--- config.mk ---
export PLATFORM = sky130hd
export DESIGN_NAME = mmio_timer_resp
export DESIGN_NICKNAME = d
export VERILOG_FILES = /design/src/rtl/mmio_timer_resp.sv
export SDC_FILE = /design/constraint.sdc
export NUM_CORES = 1
export LEC_CHECK = 0
export ABC_AREA = 1
export CAP_MARGIN = 10
export CORE_MARGIN = 2
export CORE_UTILIZATION = 49
export DETAILED_ROUTE_END_ITERATION = 16
export HOLD_SLACK_MARGIN = 0.05
export PLACE_DENSITY = 0.79
export SLEW_MARGIN = 5
export SYNTH_ARGS = -nofsm -noshare
export SYNTH_HDL_FRONTEND = slang
export SYNTH_SLANG_ARGS = --single-unit
--- constraint.sdc ---
create_clock -name clock -period 1.7 [get_ports clock]
set_input_delay 0.34 -clock clock [delete_from_list [all_inputs] [get_ports clock]]
set_output_delay 0.34 -clock clock [all_outputs]
set_load 0.005 [all_outputs]
--- src/rtl/mmio_timer_resp.sv ---
`default_nettype none
// ============================================================================
//  Module      : mmio_timer_resp
//  Description : Memory-mapped timer responder for the CPU data-memory port.
//                Decodes a 32-byte window at BASE_ADDR and serves five 32-bit
//                registers: COUNT, COMPARE, CTRL, STATUS and PRESCALE. It runs
//                an up-counter with compare-match, optional autoreload and a
//                level interrupt.
//                Define MMIO_TIMER_PRESCALE_EN to build the 16-bit prescaler
//                and the PRESCALE register. Without it the counter ticks on
//                every enabled cycle and offset 4 reads as unmapped.
//  Revision    : 1.0 - initial release
// ============================================================================
module mmio_timer_resp #(
    parameter logic [31:0] BASE_ADDR = 32'hFFFF_FF00
) (
    input  logic        clock,
    input  logic        reset,
    input  logic [31:0] Address,
    input  logic        Wr,
    input  logic [31:0] WriteData,
    output logic        Hit,
    output logic [31:0] ReadData,
    output logic        Irq
);

    localparam logic [2:0] c_OFF_COUNT    = 3'd0;
    localparam logic [2:0] c_OFF_COMPARE  = 3'd1;
    localparam logic [2:0] c_OFF_CTRL     = 3'd2;
    localparam logic [2:0] c_OFF_STATUS   = 3'd3;
    localparam logic [2:0] c_OFF_PRESCALE = 3'd4;

    // Architectural state
    logic [31:0] r_count;
    logic [31:0] r_compare;
    logic [2:0]  r_ctrl;        // {IRQ_EN, AUTORELOAD, EN}
    logic        r_match;
    logic [31:0] r_read_data;
    logic        r_irq;

    // Decode and datapath wires
    logic [2:0]  w_offset;
    logic        w_wr_en;
    logic        w_wr_count;
    logic        w_wr_compare;
    logic        w_wr_ctrl;
    logic        w_wr_status;
    logic        w_tick;
    logic        w_match_now;
    logic        w_status_clr;
    logic [31:0] w_prescale_rd;
    logic [31:0] w_read_mux;
    logic        w_unused;

    // Byte lane bits are irrelevant for word-wide registers
    assign w_unused = ^Address[1:0];

    assign Hit          = (Address[31:5] == BASE_ADDR[31:5]);
    assign w_offset     = Address[4:2];
    assign w_wr_en      = Wr & Hit;
    assign w_wr_count   = w_wr_en && (w_offset == c_OFF_COUNT);
    assign w_wr_compare = w_wr_en && (w_offset == c_OFF_COMPARE);
    assign w_wr_ctrl    = w_wr_en && (w_offset == c_OFF_CTRL);
    assign w_wr_status  = w_wr_en && (w_offset == c_OFF_STATUS);
    assign w_status_clr = w_wr_status & WriteData[0];
    assign w_match_now  = w_tick && (r_count == r_compare);

`ifdef MMIO_TIMER_PRESCALE_EN
    logic [15:0] r_prescale;
    logic [15:0] r_pcnt;
    logic        w_wr_prescale;

    assign w_wr_prescale = w_wr_en && (w_offset == c_OFF_PRESCALE);
    assign w_tick        = r_ctrl[0] && (r_pcnt == r_prescale);
    assign w_prescale_rd = {16'd0, r_prescale};

    // Prescaler: divides the clock by PRESCALE+1 while enabled; a new
    // PRESCALE value restarts the division from zero
    always_ff @(posedge clock or negedge reset) begin
        if (!reset) begin
            r_prescale <= 16'd0;
            r_pcnt     <= 16'd0;
        end else if (w_wr_prescale) begin
            r_prescale <= WriteData[15:0];
            r_pcnt     <= 16'd0;
        end else if (r_ctrl[0]) begin
            r_pcnt <= w_tick ? 16'd0 : r_pcnt + 16'd1;
        end
    end
`else
    assign w_tick        = r_ctrl[0];
    assign w_prescale_rd = 32'd0;
`endif

    // Up-counter: CPU write has priority over the tick update
    always_ff @(posedge clock or negedge reset) begin
        if (!reset) begin
            r_count <= 32'd0;
        end else if (w_wr_count) begin
            r_count <= WriteData;
        end else if (w_tick) begin
            r_count <= (w_match_now && r_ctrl[1]) ? 32'd0 : r_count + 32'd1;
        end
    end

    // Configuration registers
    always_ff @(posedge clock or negedge reset) begin
        if (!reset) begin
            r_compare <= 32'd0;
            r_ctrl    <= 3'd0;
        end else begin
            if (w_wr_compare) r_compare <= WriteData;
            if (w_wr_ctrl)    r_ctrl    <= WriteData[2:0];
        end
    end

    // Sticky match flag: a new match beats a simultaneous write-1-to-clear
    always_ff @(posedge clock or negedge reset) begin
        if (!reset) begin
            r_match <= 1'b0;
        end else begin
            r_match <= w_match_now | (r_match & ~w_status_clr);
        end
    end

    // Register read multiplexer; unmapped offsets return zero
    always_comb begin
        w_read_mux = 32'd0;
        case (w_offset)
            c_OFF_COUNT:    w_read_mux = r_count;
            c_OFF_COMPARE:  w_read_mux = r_compare;
            c_OFF_CTRL:     w_read_mux = {29'd0, r_ctrl};
            c_OFF_STATUS:   w_read_mux = {31'd0, r_match};
            c_OFF_PRESCALE: w_read_mux = w_prescale_rd;
            default:        w_read_mux = 32'd0;
        endcase
    end

    // One-cycle read data to line up with the main memory's latency
    always_ff @(posedge clock or negedge reset) begin
        if (!reset) begin
            r_read_data <= 32'd0;
        end else begin
            r_read_data <= (Hit & ~Wr) ? w_read_mux : 32'd0;
        end
    end

    // Interrupt level lags the match flag by one cycle
    always_ff @(posedge clock or negedge reset) begin
        if (!reset) begin
            r_irq <= 1'b0;
        end else begin
            r_irq <= r_match & r_ctrl[2];
        end
    end

    assign ReadData = r_read_data;
    assign Irq      = r_irq;

endmodule
`default_nettype wire

==> impl_metrics.csv, run 1 <==
group,metric,value,unit
routing,routedWlPerCell,17.5,um
final_layout,final_common_cell,"nand2_1",
synth,synth_xor_area_share,3.80,%
timing,tightestPinTransition,0.398,ns
place,dpl.hpwl,15600,um
clock_tree,cts_max_level,3,
timing,final.period_utilization,109,%
clock_tree,clk_pin_slew,0.07,ns
clock_tree,cts_tree,"yes",
floorplanning,core_area,12500,sq um
synth,syn_nets,991,
floorplanning,io_pins,101,
synth,yosys.area.top_type,"dfrtp_1",
routing,firstDrtPassIters,8,
flow_run,maxCapViolations,0,
global_route,grt_pass1_wl,34500,um
global_route,grt_overflow,0,
timing,holdWs,0.320,ns
timing,slew_headroom,73.3,%
run_status,run_status,"finished with violations",
clock_tree,cts_buffers,9,
clock_tree,clock_sinks,101,
synth,synth_top_family_by_area,"simple AND/OR/NAND/NOR gates",
clock_tree,clockBufferDepth,2,
critical_path,critical_path_arrival,2.11,ns
synth,yosysWarnings,0,
final_layout,layout_common_cells,"nand2_1, inv_1, buf_4",
critical_path,r2r-start,"r_count[11]",
timing,setup_violations,26,
clock_tree,cts_root_buf,"clkbuf_16",
run_status,violations,"negative setup slack",
routing,ant_nets,0,
power_and_ir_drop,power.leakage,0.00436,uW
synth,seq_area_frac_synth,40.6,%
floorplanning,start_util,49.8,%
critical_path,crit_start,"r_count[11]",
routing,first_iter_violations,780,
synth,synth_compound_area_share,8.70,%
synth,avgSynthCellArea,6.75,sq um
global_route,grt_pass1_vias,6793,
synth,synth_simple_gate_area_share,35.5,%
final_layout,drive_above_1_share,25.4,%
timing,slew_violations,0,
routing,num_vias,7261,
synth,synth_mux_area_share,0,%
critical_path,start_kind,"flip-flop",
synth,async_reset_ff_share,100,%
routing,viasPerCell,5.52,
critical_path,required,1.95,ns
place,place.gp.congestion,0.988,
synth,yosys_register_bits,101,
floorplanning,die_w,117,um
timing,rsz0062_at_grt,"yes",
global_route,grt_max_degree,52,
routing,wirelength,23000,um
final_layout,n_antenna_cell,0,
final_layout,syn_to_final_growth,47.5,%
timing,period_needed,1.86,ns
synth,synthTopCellsByArea,"dfrtp_1, nand2_1, inv_1",
place,dp.cells,1257,
critical_path,critical_path_class,"reg -> reg",
final_layout,fin_util,73.4,%
final_layout,n_fill_cell,986,
timing,timing.final.ws_setup,-0.161,ns
synth,synth_fa_ha_area_share,0.201,%
power_and_ir_drop,powerDensity,534,nW/um^2
synth,synth_ff_type,"dfrtp_1",
synth,yosysTopAreaCellShare,40.6,%
synth,ys_types,29,
final_layout,final-instance-count-excl-fill,1316,
floorplanning,die_y,117,um
timing,fin_skew,0.00718,ns
synth,syn_area,6230,sq um
final_layout,final_nets,1208,
critical_path,endpoint_kind,"flip-flop",
critical_path,cp_max_fo,6,
clock_tree,clock_latency,0.36,ns
synth,syn_inst,923,
global_route,track_usage,33.4,%
power_and_ir_drop,max-vdd-ir-drop,0.000396,V
routing,drc,0,
min_path,hold_class,"in -> async",
timing,fmax,537,MHz
floorplanning,num_rows,41,
timing,finalHoldViolations,0,
synth,synth-edff-count,0,
floorplanning,die-area,13600,sq um
place,port_buffers,98,
global_route,antenna_found_initial,0,
report_power, final:
group	internal, uW	total (uW)	switching, uW
combinational	157	332	175
clock	1250	2170	919
sequential	2400	2400	0.000116
total	3810	4910	1090
final timing paths:
path / slack (ns) / depth (start not counted) / to
worst max-delay path: -0.16 / 12 / r_count[7]
worst min-delay path: 0.32 / 2 / ReadData[0]
worst max register to register: -0.16 / 12 / r_count[7]
worst min register to register: 0.50 / 2 / Irq
max in group asynchronous: 0.89 / 3 / r_count[18]
min in group clock: 0.50 / 2 / Irq
metrics by stage:
step	setup slack (ns)	TNS [ns]	instance area, sq um	total power, uW
final	-0.161	-2.74	9180	4910
after CTS	-0.0201	-0.0205	8760	4910
after global placement	-0.735	-57.32	8090	2790
after floorplan	0.00295	0	6230	2510
after global routing	-0.254	-6.67	9180	5070
after detailed placement	-0.742	-58.83	8090	2800
logic make-up after synthesis:
group | count (synthesis)
buf+inv | 170
fa+ha+maj | 1
xor+xnor | 27
compound gates | 107
flops | 101
simple gates | 517
repair_timing:
item,in CTS,in global routing
gates resized for setup,101,118
pin swaps,18,37
endpoints found under the hold margin,101,0
buffers inserted,19,23
gates cloned,5,1
hold buffers,1,0
endpoints found under the setup margin,101,66
state kept, by name, summed over array words and instances, names as in the netlist:
signal and count:
r_match 1, ReadData 32, r_compare 32, r_ctrl 3
r_count 32, Irq 1
synthesized netlist by cell type (3+ instances only):
cell        n
a21oi_1    30
and3_1      3
buf_2       9
buf_6       6
clkbuf_1   15
dfrtp_1   101
inv_1     133
nand2_1   322
nand3_1    51
nand4_1    47
nor2_1     64
nor3_1     23
o21ai_0    58
o21ai_1    16
xnor2_1     6
xor2_1     21
area by class of cell:
cell class	instances	area (sq um)	share of cell area, %
sequential	101	2540	27.7
inverter	135	507	5.52
clock inverter	3	43.8	0.477
tap	172	215	2.34
multi-input combinational	652	3400	37.0
clock buffer	12	267	2.90
timing repair buffer	241	2210	24.1
layer usage:
layer	track usage, %	vias to the layer above	share of wire, %
li1	-	3359	-
met1	44.2	3371	40
met2	54.3	436	47
met3	5.92	95	8.5
met4	13.4	0	4.5
met5	0	-	0
worst max-delay path, stage by stage (launching register included):
cell and delay [ns]:
dfrtp_1 0.42, buf_4 0.16, nand2_2 0.08, nand2_1 0.08
nor2_2 0.11, nand3_1 0.07, nor2_1 0.09, nand2_1 0.09
nor2_4 0.15, nand3_4 0.15, buf_6 0.19, nand3_1 0.10
nand2_1 0.06
No activity file was read; power rests on OpenSTA's default activity.
==> run 2, diff against run 1 <==
ABC_AREA = 0   (was 1)
CORE_UTILIZATION = 47   (was 49)
PLACE_DENSITY = 0.78   (was 0.79)
SKIP_CTS_REPAIR_TIMING = 1   (was not set)
==> impl_metrics.csv, run 2 <==
group,metric,value,unit
global_route,track_usage,26.2,%
place,place_ws,-1.17,ns
run_status,violations,"negative setup slack",
synth,synth_fa_ha_area_share,0.237,%
synth,ys_types,45,
synth,avgSynthCellArea,9.95,sq um
critical_path,critical_path_class,"reg -> reg",
synth,synth-edff-count,0,
clock_tree,cts_root_buf,"clkbuf_8",
critical_path,rr_endpoint,"r_count[10]",
clock_tree,clockBufferDepth,2,
clock_tree,clock_sinks,101,
routing,num_vias,5189,
floorplanning,core_area,10900,sq um
clock_tree,cts_tree,"yes",
run_status,run_status,"finished with violations",
place,dp.cells,841,
routing,first_iter_violations,439,
synth,synth_top_family_by_area,"simple AND/OR/NAND/NOR gates",
routing,wirelength,17300,um
power_and_ir_drop,power.leakage,0.00366,uW
critical_path,worstSetupPathDepth,11,
floorplanning,die_w,110,um
min_path,hold_class,"in -> async",
final_layout,final_nets,797,
routing,drc,0,
floorplanning,die_y,110,um
synth,synth_compound_area_share,12.2,%
place,dpl.hpwl,10700,um
timing,final.period_utilization,139,%
critical_path,crit_path_max_incr_delay,0.42,ns
final_layout,drive_above_1_share,33.4,%
synth,syn_inst,531,
timing,rsz0062_at_grt,"yes",
timing,setup_violations,101,
synth,synth_mux_area_share,10.2,%
synth,yosysWarnings,0,
routing,viasPerCell,5.94,
critical_path,cpMostUsedCell,"buf_6",
final_layout,syn_to_final_growth,50.1,%
critical_path,endpoint_kind,"flip-flop",
synth,synth_simple_gate_area_share,20.6,%
final_layout,n_antenna_cell,0,
synth,synth_commonest_cells,"dfrtp_1, nor2_1, nand2_1",
global_route,grt_overflow,0,
synth,synthTopCellsByArea,"dfrtp_1, mux2_4, nor2_1",
clock_tree,clk_pin_slew,0.12,ns
critical_path,cp_max_fo,6,
floorplanning,die-area,12100,sq um
timing,timing.final.ws_setup,-0.665,ns
global_route,grt_pass1_wl,24200,um
routing,routedWlPerCell,19.8,um
floorplanning,num_rows,38,
final_layout,final_common_cell,"buf_4",
synth,yosysTopAreaCellShare,47.9,%
synth,yosys.area.top_type,"dfrtp_1",
global_route,antenna_found_initial,0,
synth,yosys_register_bits,101,
timing,slew_violations,0,
critical_path,required,1.99,ns
clock_tree,cts_max_level,3,
timing,fmax,423,MHz
place,port_buffers,98,
timing,period_needed,2.36,ns
critical_path,ff2ff_setup_slack,-0.66,ns
synth,synth_ff_type,"dfrtp_1",
timing,tightestPinTransition,0.421,ns
critical_path,cp_num_buf_inv,4,
timing,fin_skew,0.0284,ns
critical_path,r2r-start,"r_count[0]",
flow_run,maxCapViolations,0,
synth,seq_area_frac_synth,47.9,%
global_route,grt_pass1_vias,4982,
final_layout,final-instance-count-excl-fill,874,
place,place.gp.congestion,0.890,
critical_path,critical_path_arrival,2.65,ns
final_layout,layout_common_cells,"buf_4, dfrtp_1, clkdlybuf4s50_1",
critical_path,cp_slowest_cell,"dfrtp_1",
synth,syn_nets,599,
routing,firstDrtPassIters,5,
timing,finalHoldViolations,0,
floorplanning,io_pins,101,
timing,slew_headroom,72.0,%
global_route,grt_max_degree,59,
synth,syn_area,5280,sq um
clock_tree,clock_latency,0.39,ns
routing,ant_nets,0,
power_and_ir_drop,max-vdd-ir-drop,0.000380,V
critical_path,cp_cell_sequence,"buf_4 -> xor2_1 -> nor4_2 -> and4_1 -> and4b_2 -> nand2b_4 -> buf_6 -> buf_6 -> buf_6 -> o311a_1 -> a21oi_2",
clock_tree,cts_buffers,9,
critical_path,start_kind,"flip-flop",
critical_path,ff2ff_path_depth,11,
critical_path,cp_top_family,"simple AND/OR/NAND/NOR gates",
floorplanning,start_util,48.5,%
synth,synth_xor_area_share,5.31,%
power_and_ir_drop,powerDensity,547,nW/um^2
synth,async_reset_ff_share,100,%
synth,yosysMostFrequentCell,"dfrtp_1",
-- run 2: cell types whose count changed after synthesis, moves of 19 or more --
cell | before | now
nand2_1 | 322 | 38
inv_1 | 133 | 3
nand3_1 | 51 | 15
nand4_1 | 47 | 13
o21ai_0 | 58 | 24
a22oi_1 | 0 | 29
mux2_4 | 0 | 27
a31oi_1 | 2 | 28
a21oi_1 | 30 | 11
clkbuf_1 | 15 | 34
-- run 2: cell families after synthesis --
group / after synthesis
XOR/XNOR: 32
buffers and inverters: 44
flip-flops: 101
AO/OA/AOI/OAI: 101
adder cells (fa/ha/maj): 1
AND/OR/NAND/NOR: 214
multiplexers: 38
-- run 2: worst reg2reg max path, stage by stage, from the launching register on --
cell and delay, ns:
dfrtp_1 0.42, buf_4 0.14, xor2_1 0.14, nor4_2 0.36, and4_1 0.24, and4b_2 0.22, nand2b_4 0.15, buf_6 0.14
buf_6 0.12, buf_6 0.09, o311a_1 0.17, a21oi_2 0.06
-- run 2: worst max path at each step --
stage                     from       endpoint  slack, ns
floorplan           Address[6]  r_compare[10]      -0.69
global placement    Address[6]      r_ctrl[0]      -1.09
detailed placement  Address[6]      r_ctrl[1]      -1.17
CTS                 Address[6]            Hit      -1.08
global route        r_count[0]    r_count[10]      -0.75
finish              r_count[0]    r_count[10]      -0.66
-- run 2: metal layers --
| metal | track usage (%) | share of wire [%] | up-vias |
|---|---|---|---|
| met5 | 0 | 0 | - |
| met4 | 10.5 | 4.1 | 0 |
| met3 | 5.53 | 9.7 | 75 |
| met2 | 43.5 | 48 | 317 |
| met1 | 33.3 | 38 | 2492 |
| li1 | - | - | 2305 |
-- run 2: per-stage QoR --
step / cell area (sq um) / hold slack [ns] / power (uW) / utilization [%] / setup TNS (ns)
2_1_floorplan: 5360 / 0.0444 / 2500 / - / -53.17
3_3_place_gp: 7210 / 0.293 / 2760 / 66.2 / -99.02
3_5_place_dp: 7210 / 0.299 / 2770 / 66.2 / -104.22
4_1_cts: 7420 / -0.128 / 4340 / 68.1 / -66.06
5_1_grt: 7930 / 0.448 / 4470 / 72.8 / -54.99
6_report: 7930 / 0.421 / 4340 / 72.8 / -50.76
-- run 2: report_power, final --
part,switching [uW],total [uW],internal [uW],leakage [uW]
logic,148,330,182,0.00231
clock network,902,1600,702,0.000104
registers,0.000545,2400,2400,0.00124
-- run 2: layout make-up --
type / instances / area, sq um
clock buffer: 9 / 124
fill: 772 / 2960
sequential: 101 / 2530
clock inverter: 7 / 82.6
multi-input combinational: 386 / 2870
tap: 140 / 175
inverter: 4 / 15.0
timing repair buffer: 227 / 2130
